--- src/rtl/vga_video_out_pipe_if.sv ---
// Pixel-side bundle between the timing/source logic (master) and the
// video output pipe (slave).
interface vga_video_out_pipe_if #(
  parameter int COLOR_BITS = 4
);
  logic [COLOR_BITS-1:0]   vga_red_data;
  logic [COLOR_BITS-1:0]   vga_green_data;
  logic [COLOR_BITS-1:0]   vga_blue_data;
  logic                    h_synch;
  logic                    v_synch;
  logic                    blank;
  logic [1:0]              mode;
  logic [3*COLOR_BITS-1:0] fill_rgb;
  logic                    VGA_HSYNCH;
  logic                    VGA_VSYNCH;
  logic [COLOR_BITS-1:0]   VGA_OUT_RED;
  logic [COLOR_BITS-1:0]   VGA_OUT_GREEN;
  logic [COLOR_BITS-1:0]   VGA_OUT_BLUE;
  logic [1:0]              active_mode;

  modport master (
    output vga_red_data, vga_green_data, vga_blue_data,
    output h_synch, v_synch, blank, mode, fill_rgb,
    input  VGA_HSYNCH, VGA_VSYNCH,
    input  VGA_OUT_RED, VGA_OUT_GREEN, VGA_OUT_BLUE, active_mode
  );

  modport slave (
    input  vga_red_data, vga_green_data, vga_blue_data,
    input  h_synch, v_synch, blank, mode, fill_rgb,
    output VGA_HSYNCH, VGA_VSYNCH,
    output VGA_OUT_RED, VGA_OUT_GREEN, VGA_OUT_BLUE, active_mode
  );
endinterface

--- src/rtl/vga_video_out_pipe.sv ---
// VGA output stage: colour selection (pass-through, fill, bars, black) in
// stage 1, then pure delay stages so syncs and colour leave aligned.
module vga_video_out_pipe #(
  parameter int COLOR_BITS       = 4,
  parameter int PIPE_DEPTH       = 2,
  parameter int HSYNC_ACTIVE_LOW = 1,
  parameter int VSYNC_ACTIVE_LOW = 1,
  parameter int BAR_WIDTH        = 80
) (
  input logic                 pixel_clock,
  input logic                 reset,
  vga_video_out_pipe_if.slave vif
);
  localparam int              CW        = 3 * COLOR_BITS;
  localparam int              SW        = CW + 2;
  localparam logic            HS_INV    = (HSYNC_ACTIVE_LOW != 0);
  localparam logic            VS_INV    = (VSYNC_ACTIVE_LOW != 0);
  localparam logic [SW-1:0]   IDLE_WORD = {{CW{1'b0}}, HS_INV, VS_INV};
  localparam logic [11:0]     BAR_DIV   = 12'(BAR_WIDTH);
  localparam logic [11:0]     CNT_MAX   = 12'hFFF;

  logic [1:0]    mode_q;
  logic [CW-1:0] fill_q;
  logic [11:0]   pix_cnt_q;
  logic [11:0]   pix_cnt_d;
  logic          vs_prev_q;
  logic          latch_s;
  logic [11:0]   bar_quot_s;
  logic [2:0]    bar_idx_s;
  logic [2:0]    bar_rgb_s;
  logic [CW-1:0] color_s;
  logic [SW-1:0] stage1_d;
  logic [SW-1:0] pipe_q [PIPE_DEPTH];

  assign latch_s    = vif.v_synch & ~vs_prev_q;
  assign bar_quot_s = pix_cnt_q / BAR_DIV;

  // Stage-1 colour selection and next pixel-counter value.
  always_comb begin
    bar_idx_s = (bar_quot_s > 12'd7) ? 3'd7 : bar_quot_s[2:0];
    case (bar_idx_s)
      3'd0:    bar_rgb_s = 3'b111;
      3'd1:    bar_rgb_s = 3'b110;
      3'd2:    bar_rgb_s = 3'b011;
      3'd3:    bar_rgb_s = 3'b010;
      3'd4:    bar_rgb_s = 3'b101;
      3'd5:    bar_rgb_s = 3'b100;
      3'd6:    bar_rgb_s = 3'b001;
      default: bar_rgb_s = 3'b000;
    endcase

    color_s = {CW{1'b0}};
    if (vif.blank) begin
      color_s = {CW{1'b0}};
    end else begin
      case (mode_q)
        2'd0:    color_s = {vif.vga_red_data, vif.vga_green_data, vif.vga_blue_data};
        2'd1:    color_s = fill_q;
        2'd2:    color_s = {{COLOR_BITS{bar_rgb_s[2]}},
                            {COLOR_BITS{bar_rgb_s[1]}},
                            {COLOR_BITS{bar_rgb_s[0]}}};
        default: color_s = {CW{1'b0}};
      endcase
    end

    stage1_d = {color_s, vif.h_synch ^ HS_INV, vif.v_synch ^ VS_INV};

    if (vif.blank) begin
      pix_cnt_d = 12'd0;
    end else if (pix_cnt_q != CNT_MAX) begin
      pix_cnt_d = pix_cnt_q + 12'd1;
    end else begin
      pix_cnt_d = pix_cnt_q;
    end
  end

  // Frame-boundary mode/fill latch, pixel counter and delay pipeline.
  always_ff @(posedge pixel_clock or negedge reset) begin
    if (!reset) begin
      mode_q    <= 2'd0;
      fill_q    <= {CW{1'b0}};
      pix_cnt_q <= 12'd0;
      vs_prev_q <= 1'b0;
      for (int i = 0; i < PIPE_DEPTH; i++) begin
        pipe_q[i] <= IDLE_WORD;
      end
    end else begin
      vs_prev_q <= vif.v_synch;
      pix_cnt_q <= pix_cnt_d;
      if (latch_s) begin
        mode_q <= vif.mode;
        fill_q <= vif.fill_rgb;
      end
      pipe_q[0] <= stage1_d;
      for (int i = 1; i < PIPE_DEPTH; i++) begin
        pipe_q[i] <= pipe_q[i-1];
      end
    end
  end

  assign vif.VGA_OUT_RED   = pipe_q[PIPE_DEPTH-1][SW-1 -: COLOR_BITS];
  assign vif.VGA_OUT_GREEN = pipe_q[PIPE_DEPTH-1][SW-1-COLOR_BITS -: COLOR_BITS];
  assign vif.VGA_OUT_BLUE  = pipe_q[PIPE_DEPTH-1][2 +: COLOR_BITS];
  assign vif.VGA_HSYNCH    = pipe_q[PIPE_DEPTH-1][1];
  assign vif.VGA_VSYNCH    = pipe_q[PIPE_DEPTH-1][0];
  assign vif.active_mode   = mode_q;
endmodule

--- src/flat_wrapper.sv ---
// flat-port wrapper written by rule: the top's interface ports become plain ports
module vga_video_out_pipe_flat 
#(
  parameter int COLOR_BITS       = 4,
  parameter int PIPE_DEPTH       = 2,
  parameter int HSYNC_ACTIVE_LOW = 1,
  parameter int VSYNC_ACTIVE_LOW = 1,
  parameter int BAR_WIDTH        = 80
)
  (pixel_clock, reset, vif_vga_red_data, vif_vga_green_data, vif_vga_blue_data, vif_h_synch, vif_v_synch, vif_blank, vif_mode, vif_fill_rgb, vif_VGA_HSYNCH, vif_VGA_VSYNCH, vif_VGA_OUT_RED, vif_VGA_OUT_GREEN, vif_VGA_OUT_BLUE, vif_active_mode);
  vga_video_out_pipe_if #(.COLOR_BITS(COLOR_BITS)) vif_i ();
  input logic pixel_clock;
  input logic reset;
  input wire logic [$bits(vif_i.vga_red_data)-1:0] vif_vga_red_data;
  input wire logic [$bits(vif_i.vga_green_data)-1:0] vif_vga_green_data;
  input wire logic [$bits(vif_i.vga_blue_data)-1:0] vif_vga_blue_data;
  input wire logic [$bits(vif_i.h_synch)-1:0] vif_h_synch;
  input wire logic [$bits(vif_i.v_synch)-1:0] vif_v_synch;
  input wire logic [$bits(vif_i.blank)-1:0] vif_blank;
  input wire logic [$bits(vif_i.mode)-1:0] vif_mode;
  input wire logic [$bits(vif_i.fill_rgb)-1:0] vif_fill_rgb;
  output wire logic [$bits(vif_i.VGA_HSYNCH)-1:0] vif_VGA_HSYNCH;
  output wire logic [$bits(vif_i.VGA_VSYNCH)-1:0] vif_VGA_VSYNCH;
  output wire logic [$bits(vif_i.VGA_OUT_RED)-1:0] vif_VGA_OUT_RED;
  output wire logic [$bits(vif_i.VGA_OUT_GREEN)-1:0] vif_VGA_OUT_GREEN;
  output wire logic [$bits(vif_i.VGA_OUT_BLUE)-1:0] vif_VGA_OUT_BLUE;
  output wire logic [$bits(vif_i.active_mode)-1:0] vif_active_mode;
  assign vif_i.vga_red_data = vif_vga_red_data;
  assign vif_i.vga_green_data = vif_vga_green_data;
  assign vif_i.vga_blue_data = vif_vga_blue_data;
  assign vif_i.h_synch = vif_h_synch;
  assign vif_i.v_synch = vif_v_synch;
  assign vif_i.blank = vif_blank;
  assign vif_i.mode = vif_mode;
  assign vif_i.fill_rgb = vif_fill_rgb;
  assign vif_VGA_HSYNCH = vif_i.VGA_HSYNCH;
  assign vif_VGA_VSYNCH = vif_i.VGA_VSYNCH;
  assign vif_VGA_OUT_RED = vif_i.VGA_OUT_RED;
  assign vif_VGA_OUT_GREEN = vif_i.VGA_OUT_GREEN;
  assign vif_VGA_OUT_BLUE = vif_i.VGA_OUT_BLUE;
  assign vif_active_mode = vif_i.active_mode;
  vga_video_out_pipe #(.COLOR_BITS(COLOR_BITS), .PIPE_DEPTH(PIPE_DEPTH), .HSYNC_ACTIVE_LOW(HSYNC_ACTIVE_LOW), .VSYNC_ACTIVE_LOW(VSYNC_ACTIVE_LOW), .BAR_WIDTH(BAR_WIDTH)) u_core (.pixel_clock(pixel_clock), .reset(reset), .vif(vif_i));
endmodule
--- config.mk ---
export PLATFORM = sky130hd
export DESIGN_NAME = vga_video_out_pipe_flat
export DESIGN_NICKNAME = d
export VERILOG_FILES = /design/src/rtl/vga_video_out_pipe_if.sv /design/src/rtl/vga_video_out_pipe.sv /design/src/flat_wrapper.sv
export SDC_FILE = /design/constraint.sdc
export NUM_CORES = 1
export LEC_CHECK = 0
export CORE_MARGIN = 4
export CORE_UTILIZATION = 48
export DETAILED_ROUTE_END_ITERATION = 10
export GPL_ROUTABILITY_DRIVEN = 0
export GPL_TIMING_DRIVEN = 0
export PLACE_DENSITY = 0.86
export SLEW_MARGIN = 20
export SYNTH_ARGS = -nofsm -noshare
export SYNTH_HDL_FRONTEND = slang
export SYNTH_SLANG_ARGS = --single-unit
--- constraint.sdc ---
create_clock -name pixel_clock -period 1.82 [get_ports pixel_clock]
set_input_delay 0.273 -clock pixel_clock [delete_from_list [all_inputs] [get_ports pixel_clock]]
set_output_delay 0.273 -clock pixel_clock [all_outputs]
set_load 0.01 [all_outputs]
=== Word level (Yosys, flattened, before mapping) ===
Cells that the tools add are included.

* Bits in registers: 55
* Input port bits: 31
* Logic and storage cells: 31
* Output and inout bits: 16

* $add $sub $neg: 1
* Multiplexer cells: 6
* Div/mod/pow operators: 1
* Reductions and logical operators: 3
* $lt $le $gt $ge: 1
* Equal/unequal tests: 9
* Bitwise gates (word level): 4

{| class="wikitable"
|+ Operators by type and width
! kind !! count
|-
| $mux W12 || 3
|-
| $pmux W12 S3 || 1
|-
| $pmux W3 S7 || 1
|-
| $add A12 B1 Y12 const B || 1
|-
| $div A12 B7 Y12 const B || 1
|-
| $gt A12 B3 Y1 const B || 1
|-
| $ne A12 B12 Y1 const B || 1
|-
| $eq A3 B3 Y1 const B || 3
|-
| $eq A3 B2 Y1 const B || 2
|-
| $eq A3 B1 Y1 const B || 1
|-
| $logic_not A3 Y1 || 1
|-
| $mux W3 || 1
|-
| $not A1 Y1 || 3
|-
| $eq A2 B1 Y1 const B || 1
|-
| $eq A2 B2 Y1 const B || 1
|-
| $logic_not A2 Y1 || 1
|-
| $reduce_bool A2 Y1 || 1
|-
| $and A1 B1 Y1 || 1
|}

=== Depth between registers and ports, before layout ===
* Depth after elaboration: 7
* Gate-level depth with buffers: 9
* Depth with buffers taken out: 7

=== Worst setup path after synthesis ===
OpenSTA, ideal clock, no wires.

* Kind: register -> register
* Start: reg u_core.pix_cnt_q[8]
* End: reg u_core.pipe_q[24] (netlist name)
* Stages on the path, launching flop included: 7
* Data arrival time: 1914 ps
* Setup slack: -172 ps
* Period minus slack after synthesis: 1992 ps
* Setup time: 78 ps
* Cells stage by stage: dfrtp_1 -> buf_6 -> or4b_4 -> and2_4 -> maj3_2 -> a221oi_2 -> o21bai_1

* Cells in the longest elaborated chain, start to end: 7
* Elaborated cells on any way between the ends: 13

{| class="wikitable"
|+ RTL lines
! element !! line !! source
|-
| start, declared || vga_video_out_pipe.sv:24 || <nowiki>logic [11:0] pix_cnt_q;</nowiki>
|-
| start signal, assigned || vga_video_out_pipe.sv:89 || <nowiki>pix_cnt_q <= pix_cnt_d;</nowiki>
|-
| $div A12 B7 Y12 * || vga_video_out_pipe.sv:36 || <nowiki>assign bar_quot_s = pix_cnt_q / BAR_DIV;</nowiki>
|-
| $gt A12 B3 Y1 || vga_video_out_pipe.sv:40 || <nowiki>bar_idx_s = (bar_quot_s > 12'd7) ? 3'd7 : bar_quot_s[2:0];</nowiki>
|-
| $mux W3 * || vga_video_out_pipe.sv:40 ||
|-
| $eq A3 B3 Y1 (tied with other cells) || vga_video_out_pipe.sv:41 || <nowiki>case (bar_idx_s)</nowiki>
|-
| $pmux W3 S7 * || vga_video_out_pipe.sv:41 ||
|-
| $pmux W12 S3 * || vga_video_out_pipe.sv:56 || <nowiki>case (mode_q)</nowiki>
|-
| $mux W12 * || vga_video_out_pipe.sv:53 || <nowiki>if (vif.blank) begin</nowiki>
|-
| net u_core.color_s[8] || vga_video_out_pipe.sv:31 || <nowiki>logic [CW-1:0] color_s;</nowiki>
|-
| end signal, assigned by index || vga_video_out_pipe.sv:96 || <nowiki>pipe_q[i] <= pipe_q[i-1];</nowiki>
|-
| end, declared || vga_video_out_pipe.sv:33 || <nowiki>logic [SW-1:0] pipe_q [PIPE_DEPTH];</nowiki>
|}

Mark *: on every way through the listed nets, which the timed path passes. The rest lies on a longest branch.
A chain may end at the register's enable or synchronous reset.

=== Worst setup path after layout ===
* Start: reg u_core.pix_cnt_q[10]
* End: reg u_core.pipe_q[26] (netlist name)

The elaborated chain is that of the path after synthesis.

==> metrics <==
Final nets=366; sw power=0.719 mW; Reg2Reg Depth=9; Commonest cells post-synth=dfrtp_1, nor2_1, mux2i_1; Root Driver=clkbuf_8; Yosys reg bits=55; drt wl/cell=17.8 um; CP max stage cell=a211oi_1; Post-Route WL=7210 um; kind of cell adding the most delay to the critical path=compound AO/OA/AOI/OAI gates; Post-synth EDFFs=0; # DRC=0; Clock power frac=26.8%; first-pass GRT wire length=11,200 um; violated checks=negative hold slack, negative setup slack; Worst-Margin Slew=0.681 ns; fillers=401; Max Cap Viol=0; Netlist cell types=57; CP Max Fanout=9; DR vias=2,337; Worst setup EP type=flop; area after detailed placement=3380 um2; clk slew on worst S/H paths=0.11 ns; Num CTS Buffers=5; FF-to-FF setup slack=-0.41 ns; final hold vios=22; # port buffers=45; largest net degree at the start of global routing=56; critical path arrival=2.47 ns; fin crit period=2.23 ns; HP Class=in2async; Final Power=2.69 mW; Min Hold Slack=-0.0285 ns; instance count on the critical path=9; Design Area, Final=3840 um2; share of the synthesized area in the top cell type=45.4%; Final ANT Viol Nets=0; syn_area_per_cell=10.5 um2; Skew-Pair Late Insertion Delay=0.32 ns; dpl ws=-0.472 ns; Post-Syn Nets=300; Diodes inserted=0; Post-Layout Cell Count=406; Max Buffers Root-to-Sink=2; Via density=5.76; Critical Path Start Type=flop; logic gate share of total power=20.3%; crit path cell chain=buf_6 -> buf_8 -> buf_4 -> nand2b_1 -> o21ai_0 -> a211oi_1 -> a21oi_1 -> a221oi_4 -> o21bai_4; num ports=47; Synth Warn #=0; Area Overhead vs Synth=36.7%; CTS tree=yes; Sequential Power Share=52.9%; asr flop ratio synth=100%; grt total ovfl=0; Pwr Density=700 nW/um2; Peak Freq=449 MHz; Crit Path Class=reg2reg; post-route setup slack=-0.407 ns; FP Rows=27; vias in the first global route=2,322; outcome=finished with violations; share of cells above drive strength 1=30.5%; die width=84.5 um; Core ar.=5610 um2; most common cell in the netlist=dfrtp_1; Largest stage delay, worst path=0.40 ns; # setup viols final=15; leak pwr=1.65 nW; clock sinks=55; max-slew violation count=0; Initial Utilization=50.1%; initial antenna violation count=0; setup repair after global routing missed its margin=true; Slew headroom=54.6%; Syn Std Cell Area=2810 um2; worst path bufs/invs=3; DRT Pass-1 Iters=5; Vert. Die Dim=84.5 um; Max IR drop VDD=0.000503 V; Starting DRT DRC Count=325; top cells by area, synth=dfrtp_1, mux2i_1, mux2_2; switching part of the total=26.8%; DIE AREA=7140 um2; CTS HTree Levels=2; dominant cell type by area after synthesis=dfrtp_1; final period utilization=122%; GR Util All Layers=19.6%; ys flop type=dfrtp_1; Cells after Synth=267; Setup Skew=0.00832 ns; dpl cells=384; HPWL after DPL=4380 um; Pint=1.97 mW; Worst Path Required=2.06 ns; share of the yosys chip area belonging to registers=49.2%
-- kinds of logic after synthesis --
| group | after synthesis | share of synthesized area [%] |
|---|---|---|
| compound gates | 45 | 10.9 |
| flops | 55 | 49.2 |
| fa+ha+maj | 3 | 1.29 |
| mux | 30 | 11.3 |
| simple gates | 86 | 16.4 |
| xor+xnor | 10 | 3.38 |
| buf+inv | 38 | 7.57 |
-- sequential cells by signal, indices dropped and copies added, names as in the netlist --
signal                    flops
u_core.pix_cnt_q             12
u_core.pipe_q                14
u_core.vif.VGA_VSYNCH         1
u_core.vs_prev_q              1
u_core.vif.VGA_HSYNCH         1
u_core.fill_q                12
u_core.vif.active_mode        2
u_core.vif.VGA_OUT_BLUE       4
u_core.vif.VGA_OUT_GREEN      4
u_core.vif.VGA_OUT_RED        4
-- layout by cell type (no fill, tap or decap), drive strengths merged, types with 3 or more instances in the layout --
cell type and n:
dfstp 4, mux2 14, clkbuf 13, nor4 3, o21bai 4, clkdlybuf4s50 44
dfrtp 51, inv 7, mux2i 16, nand4 3, nand2 9, a21oi 11
nand3 8, xor2 7, nand2b 4, or3 4, xnor2 3, nor3 3
o21ai 13, buf 40, a211oi 3, nor2 34
-- power by group through the flow --
stage | logic (mW) | registers [mW] | clock network (mW)
after global placement | 0.479 | 1.44 | 0
after global routing | 0.584 | 1.44 | 0.783
final | 0.545 | 1.42 | 0.721
after floorplan | 0.265 | 1.43 | 0
after CTS | 0.524 | 1.42 | 0.722
after detailed placement | 0.491 | 1.45 | 0
-- per-stage QoR --
stage	hold slack, ns	setup TNS (ns)	utilization, %
final	-0.0285	-3.96	68.5
after global routing	0.0348	-4.73	68.5
after CTS	0.00752	-2.70	65.3
after detailed placement	0.336	-8.21	60.2
after global placement	0.332	-63.53	60.3
after floorplan	-0.0226	-0.722	-
-- per-layer routing --
layer	vias to the layer above	track usage, %	share of wire, %
met5	-	0	0
met4	0	8.78	3.5
met3	23	4.22	6.6
met2	118	31.7	49
met1	1135	25.1	41
li1	1061	-	-
-- worst paths after layout --
check | start | to
worst max-delay path | u_core.pix_cnt_q[10]$_DFFE_PN0P_ | u_core.pipe_q[26]$_DFF_PN0_
worst min-delay path | reset | u_core.pix_cnt_q[7]$_DFFE_PN0P_
worst max register to register | u_core.pix_cnt_q[10]$_DFFE_PN0P_ | u_core.pipe_q[26]$_DFF_PN0_
worst min register to register | u_core.pipe_q[19]$_DFF_PN0_ | u_core.vif.VGA_OUT_BLUE[3]$_DFF_PN0_
max in group asynchronous | reset | u_core.pix_cnt_q[11]$_DFFE_PN0P_
min in group pixel_clock | vif_blank | u_core.pix_cnt_q[4]$_DFFE_PN0P_
-- what timing repair did --
| item | in CTS | in global routing |
|---|---|---|
| resized for setup | 27 | 27 |
| setup endpoints to repair | 21 | 29 |
| buffers inserted | 7 | 7 |
| pin swaps | 12 | 12 |
| cloned | 1 | 0 |
| hold buffers | 0 | 0 |
-- layout make-up --
cell class | instances | area, um2 | share of cell area, %
plain buffers | 32 | 243 | 6.32
multi-input cells | 174 | 1440 | 37.6
inverters | 5 | 18.8 | 0.489
well taps | 72 | 90.1 | 2.35
flip-flops and latches | 55 | 1380 | 36.0
clock inverters | 3 | 27.5 | 0.717
repair buffers | 60 | 566 | 14.7
clock buffers | 5 | 68.8 | 1.79
Note: power is estimated with default switching activity, not from simulation.
==> patch 1: new RTL, same flow settings <==
`BAR_WIDTH` is set to 80 in 2 places; all go to 60.
--- a/src/rtl/vga_video_out_pipe.sv
+++ b/src/rtl/vga_video_out_pipe.sv
@@ -5,7 +5,7 @@
   parameter int PIPE_DEPTH       = 2,
   parameter int HSYNC_ACTIVE_LOW = 1,
   parameter int VSYNC_ACTIVE_LOW = 1,
-  parameter int BAR_WIDTH        = 80
+  parameter int BAR_WIDTH        = 60
 ) (
   input logic                 pixel_clock,
   input logic                 reset,
--- a/src/flat_wrapper.sv
+++ b/src/flat_wrapper.sv
@@ -5,7 +5,7 @@
   parameter int PIPE_DEPTH       = 2,
   parameter int HSYNC_ACTIVE_LOW = 1,
   parameter int VSYNC_ACTIVE_LOW = 1,
-  parameter int BAR_WIDTH        = 80
+  parameter int BAR_WIDTH        = 60
 )
   (pixel_clock, reset, vif_vga_red_data, vif_vga_green_data, vif_vga_blue_data, vif_h_synch, vif_v_synch, vif_blank, vif_mode, vif_fill_rgb, vif_VGA_HSYNCH, vif_VGA_VSYNCH, vif_VGA_OUT_RED, vif_VGA_OUT_GREEN, vif_VGA_OUT_BLUE, vif_active_mode);
   vga_video_out_pipe_if #(.COLOR_BITS(COLOR_BITS)) vif_i ();
Function: same outputs for any inputs over 10 cycles, from zero or initial values and one cycle with reset low; that may be too few to reach the edited logic, so the function may still have changed.
==> patch 1 against the original RTL <==
The run still ends with negative hold slack, negative setup slack left. Sequential share of layout area down 2.2 points. Clock power down 0.7%. Area after synthesis up 6.0%. Combinational power up 7.0%. Synthesized cell count up 0.75%. Setup slack worse by 120 ps. Critical path depth unchanged. Total power up 0.91%. Wire length up 7.1%. Final area up 6.5%. Sequential cell count unchanged. Critical path type unchanged.
==> patch 1: results (changes against the original RTL) <==
| Metric | Value |
|---|---|
| Run status | finished, violations left |
| Failing checks | negative hold slack, negative setup slack |
| Setup-failing EPs final | 20 (+5) |
| Number of cells in the finished layout apart from fillers | 416 (+2.5%) |
| Fill count | 404 (+0.75%) |
| Worst clock skew on the final layout | 12.98 ps (+4.662 ps) |
| Crit path max fanout | 10 (+1) |
| Setup ws final | -525.5 ps (-118.8 ps) |
| Initial DRC Count | 340 (+4.6%) |
| Static Leak | 0.001690 uW (+2.4%) |
| Post-CTS Repair Setup Buffers | 12 (+5) |
| Share of post-route cells with drive strength above 1 | 39.59% (+9.1 points) |
| Delay of the slowest cell on the worst path | 440 ps (+40 ps) |
| Slowest cell on the critical path | sky130_fd_sc_hd__dfrtp_1 |
| Dpl hpwl | 4487 um (+2.6%) |
| Placement-stage worst setup slack | -518.8 ps (-46.30 ps) |
| Worst hold margin | -17.70 ps (+10.84 ps) |
| Synth Net Count | 302 (+0.67%) |
| Vias/cell | 5.916 (+2.8%) |
| Sequential element share of the synthesized area | 46.37% (-2.8 points) |
| Leading post-synthesis cells by instance count | 51 x sky130_fd_sc_hd__dfrtp_1, 18 x sky130_fd_sc_hd__mux2_2, 17 x sky130_fd_sc_hd__nor2_1 |
| # nets final | 373 (+1.9%) |
| Data arrival, critical path | 2500 ps (+30 ps) |
| Overall track demand over capacity in global routing | 19.26% (-0.29 points) |
| Via count of the first global-routing pass | 2402 (+3.4%) |
| First-pass GRT wire length | 11580 um (+3.0%) |
| Hold violation count in the final report | 20 (-9.1%) |
| Largest delay contributor family on the critical path | simple AND/OR/NAND/NOR gates |
| Cell types with the largest area share after synthesis | sky130_fd_sc_hd__dfrtp_1 43%, sky130_fd_sc_hd__mux2_2 6.8%, sky130_fd_sc_hd__buf_4 4.0% |
| Worst-case headroom to the max-slew limit | 50.54% (-4.0 points) |
patch 1: metal layers:
metal  GRT usage [%]  wire, um
met4           6.657       323
met1           26.07      3114
met3           2.662       531
met5               0         0
met2           31.68      3756
patch 1: worst register-to-register path, cell delays in order, from the launching register on:
cell	delay, ps
sky130_fd_sc_hd__dfrtp_1	440
sky130_fd_sc_hd__buf_6	150
sky130_fd_sc_hd__buf_6	140
sky130_fd_sc_hd__nand3_2	110
sky130_fd_sc_hd__mux2i_4	310
sky130_fd_sc_hd__nand2_1	160
sky130_fd_sc_hd__o21ai_4	220
sky130_fd_sc_hd__a31oi_2	130
sky130_fd_sc_hd__and4b_2	410
sky130_fd_sc_hd__o32ai_1	130
patch 1: per-stage QoR:
step                area (um^2)  util, %
floorplan                  3054        -
global placement           3608    60.59
detailed placement         3606    60.55
CTS                        3918    65.78
global route               4091    68.70
finish                     4091    68.70
patch 1: logic make-up (layout without fill, tap and decap cells):
logic type,Yosys count,after routing,share of synthesized area [%]
AOI/OAI and AO/OA,62,62,16.59
buffers and inverters,39,111,8.358
adders and majority gates,2,2,0.8398
xor gates and xnor gates,10,10,2.940
and+or+nand+nor,73,73,14.74
muxes,28,28,10.16
DFF,55,55,46.37
patch 1: power breakdown:
group | switching [uW] | internal, uW | leakage [uW] | total (uW)
Clock | 432 | 284 | 0.0000463 | 716
Sequential | 54.1 | 1360 | 0.000690 | 1410
Combinational | 246 | 337 | 0.000955 | 583
patch 1: area by class of cell:
type	count	area share [%]
plain buffers	32	6.024
repair buffers	64	14.86
multi-input cells	175	39.97
clock buffers	5	1.682
well taps	75	2.294
inverters	7	0.6422
flip-flops and latches	55	33.85
clock inverters	3	0.6728
==> patch 2: new RTL, same flow settings <==
Without the edit above. Make the reset (`reset`) synchronous in one clocked block.
--- a/src/rtl/vga_video_out_pipe.sv
+++ b/src/rtl/vga_video_out_pipe.sv
@@ -75,7 +75,7 @@
   end
 
   // Frame-boundary mode/fill latch, pixel counter and delay pipeline.
-  always_ff @(posedge pixel_clock or negedge reset) begin
+  always_ff @(posedge pixel_clock) begin
     if (!reset) begin
       mode_q    <= 2'd0;
       fill_q    <= {CW{1'b0}};
Formal check against the unedited RTL: differs if reset is asserted again (counterexample within 4 cycles, from zero or initial values and one cycle with reset low); with reset held inactive, the same outputs for 10 cycles.
==> patch 2 against the original RTL <==
The flow finishes with violations (negative setup slack). Area after synthesis decreased by 6.1%. Wire length is 14% lower. Die area decreased by 5.6%. Final area fell by 10%. Setup slack better by 73 ps. Core utilization is 2.1 points lower. Sequential cell count unchanged.
Power is not compared: it rests on default switching activity, and its combinational part moved more than twofold at a synthesized area within 25%.
==> patch 2: results (changes against the original RTL) <==
| Metric | Value |
|---|---|
| Cell types with the largest area share after synthesis | sky130_fd_sc_hd__dfxtp_1 42%, sky130_fd_sc_hd__nand2_1 7.3%, sky130_fd_sc_hd__a21oi_1 5.7% |
| Largest delay contributor family on the critical path | compound AO/OA/AOI/OAI gates |
| Static Leak | 0.001315 uW |
| Number of cells in the finished layout apart from fillers | 445 (+9.6%) |
| Clock latency of the later-clocked register in the worst-skew pair | 320 ps (about the same) |
| Async SR Flop Fraction | 0% (-100 points) |
| Class of the most critical hold timing path | reg -> reg |
| Synthesized area per cell | 8.347 um^2 (-21%) |
| Failing checks | negative setup slack |
| Startpoint of the lowest-slack register-to-register path | u_core.pix_cnt_q[7]$_SDFFE_PP0P_ |
| Synth Net Count | 349 (+16%) |
| Setup ws final | -333.6 ps (+73.15 ps) |
| # nets final | 407 (+11%) |
| Setup Crit Path Kind | reg -> reg |
| Maximum number of pins on one net before global-route repair | 20 (-64%) |
| Number of library cell types mapped by synthesis | 50 (-12%) |
| CTS H-tree depth | 2 (unchanged) |
| Number of antenna violations at the first check in global routing | 0 (unchanged) |
| Share of post-route cells with drive strength above 1 | 15.73% (-15 points) |
| Root Driver | sky130_fd_sc_hd__clkbuf_8 |
| Number of warning messages in the yosys log | 0 (unchanged) |
| Placed Instances | 432 (+13%) |
| Run status | finished, violations left |
| Clock slew seen by the registers of the worst setup and hold paths | 110 ps (about the same) |
| Worst vdd rail ir drop | about 0.00038 V |
| Number of buffers created by CTS | 5 (unchanged) |
| Overflow left after global routing | 0 (unchanged) |
| Worst Hold Launch | u_core.pipe_q[0][0]$_SDFF_PN1_ |
| Vias/cell | 5.220 (-9.3%) |
| Via count of the first global-routing pass | 2191 (-5.6%) |
| Data required time at the worst endpoint | 2060 ps (about the same) |
| Sequential element share of the synthesized area | 41.75% (-7.4 points) |
| Worst clock skew on the final layout | 10.60 ps (+2.274 ps) |
| Dpl hpwl | 4331 um (-1.0%) |
| First-pass detailed-route iteration total | 4 (-1) |
| Initial DRC Count | 183 (-44%) |
| First-pass GRT wire length | 9791 um (-13%) |
| Largest registers | u_core.pipe_q (28), u_core.fill_q (12), u_core.pix_cnt_q (12) |
| Crit path max fanout | 5 (-4) |
| Setup-failing EPs final | 8 (-7) |
| Slowest cell on the critical path | sky130_fd_sc_hd__or3_4 |
| Clock Path Buffers | 2 (unchanged) |
| Delay of the slowest cell on the worst path | 380 ps (-20 ps) |
| Antenna diode count | 0 (unchanged) |
| Total routed wirelength | 6176 um (-14%) |
| Overall track demand over capacity in global routing | 18.83% (-0.72 points) |
| Worst-case headroom to the max-slew limit | 66.51% (+12 points) |
| Total negative setup slack | -2350 ps (+1613 ps) |
| Leading post-synthesis cells by instance count | 55 x sky130_fd_sc_hd__dfxtp_1, 51 x sky130_fd_sc_hd__nand2_1, 30 x sky130_fd_sc_hd__a21oi_1 |
| Number of buffers added on ports | 46 (+2.2%) |
patch 2: cell count changes after synthesis, moves of 15 or more:
cell and delta:
sky130_fd_sc_hd__mux2i_1 -15, sky130_fd_sc_hd__dfxtp_1 +55, sky130_fd_sc_hd__nand2_1 +42, sky130_fd_sc_hd__dfrtp_1 -51
sky130_fd_sc_hd__a21oi_1 +19
patch 2: layer usage:
layer	wire, um	track usage (%)	share of wire (%)	vias to the layer above
met5	0	0	0	-
met4	114	6.977	1.8	0
met3	404	3.145	6.5	13
met2	2885	31.26	47	85
met1	2771	24.54	45	1059
li1	-	-	-	1166
patch 2: timing repair:
action                                  4_1_cts  5_1_grt
gates cloned                                  1        0
gates resized for setup                       9       12
pin swaps                                     1        1
endpoints found under the setup margin       11       16
setup buffers                                 4        0
patch 2: layout make-up:
cell class,instances,area (um^2)
Buffer,31,211.5
Clock buffer,5,68.82
Clock inverter,3,27.53
Fill cell,432,1748
Inverter,8,30.03
Multi-Input combinational cell,222,1429
Sequential cell,55,1107
Tap cell,70,87.58
Timing Repair Buffer,51,495.5
patch 2: path summary, 6_finish.rpt:
path	to	slack, ps	cells past startpoint
worst max-delay path	u_core.pipe_q[0][5]$_SDFF_PP0_	-330	8
worst min-delay path	u_core.pipe_q[0][14]$_SDFF_PN1_	420	1
worst max register to register	u_core.pipe_q[0][5]$_SDFF_PP0_	-330	8
worst min register to register	u_core.pipe_q[0][14]$_SDFF_PN1_	420	1
patch 2: power breakdown:
group / internal [uW] / switching, uW / total (uW)
logic: 155 / 115 / 270
clock network: 283 / 428 / 712
registers: 1250 / 19.1 / 1270
patch 2: cells by family after synthesis:
logic type,after synthesis,synth area share [%]
adder cells (fa/ha/maj),4,1.802
buffers and inverters,39,8.159
multiplexers,1,0.3795
AO/OA/AOI/OAI,77,20.49
XOR/XNOR,11,3.653
AND/OR/NAND/NOR,129,23.77
flip-flops,55,41.75
patch 2: worst register-to-register path: stages (launching register included):
cell and delay [ps]:
sky130_fd_sc_hd__dfxtp_2 360, sky130_fd_sc_hd__buf_6 140, sky130_fd_sc_hd__buf_6 110, sky130_fd_sc_hd__or3_4 380
sky130_fd_sc_hd__a2111oi_4 320, sky130_fd_sc_hd__o31ai_2 120, sky130_fd_sc_hd__a311oi_2 280, sky130_fd_sc_hd__o311ai_4 180
sky130_fd_sc_hd__a21oi_1 190
patch 2: through the flow:
stage,instance area [um^2],hold slack (ps),power (uW),worst slack [ps]
after CTS,3408,422.2,2267,-287.9
after detailed placement,3229,397.1,1558,-298.6
after global routing,3457,439.0,2342,-368.8
after floorplan,2681,343.0,1432,-125.4
after global placement,3229,391.7,1552,-248.6
final,3457,424.3,2250,-333.6
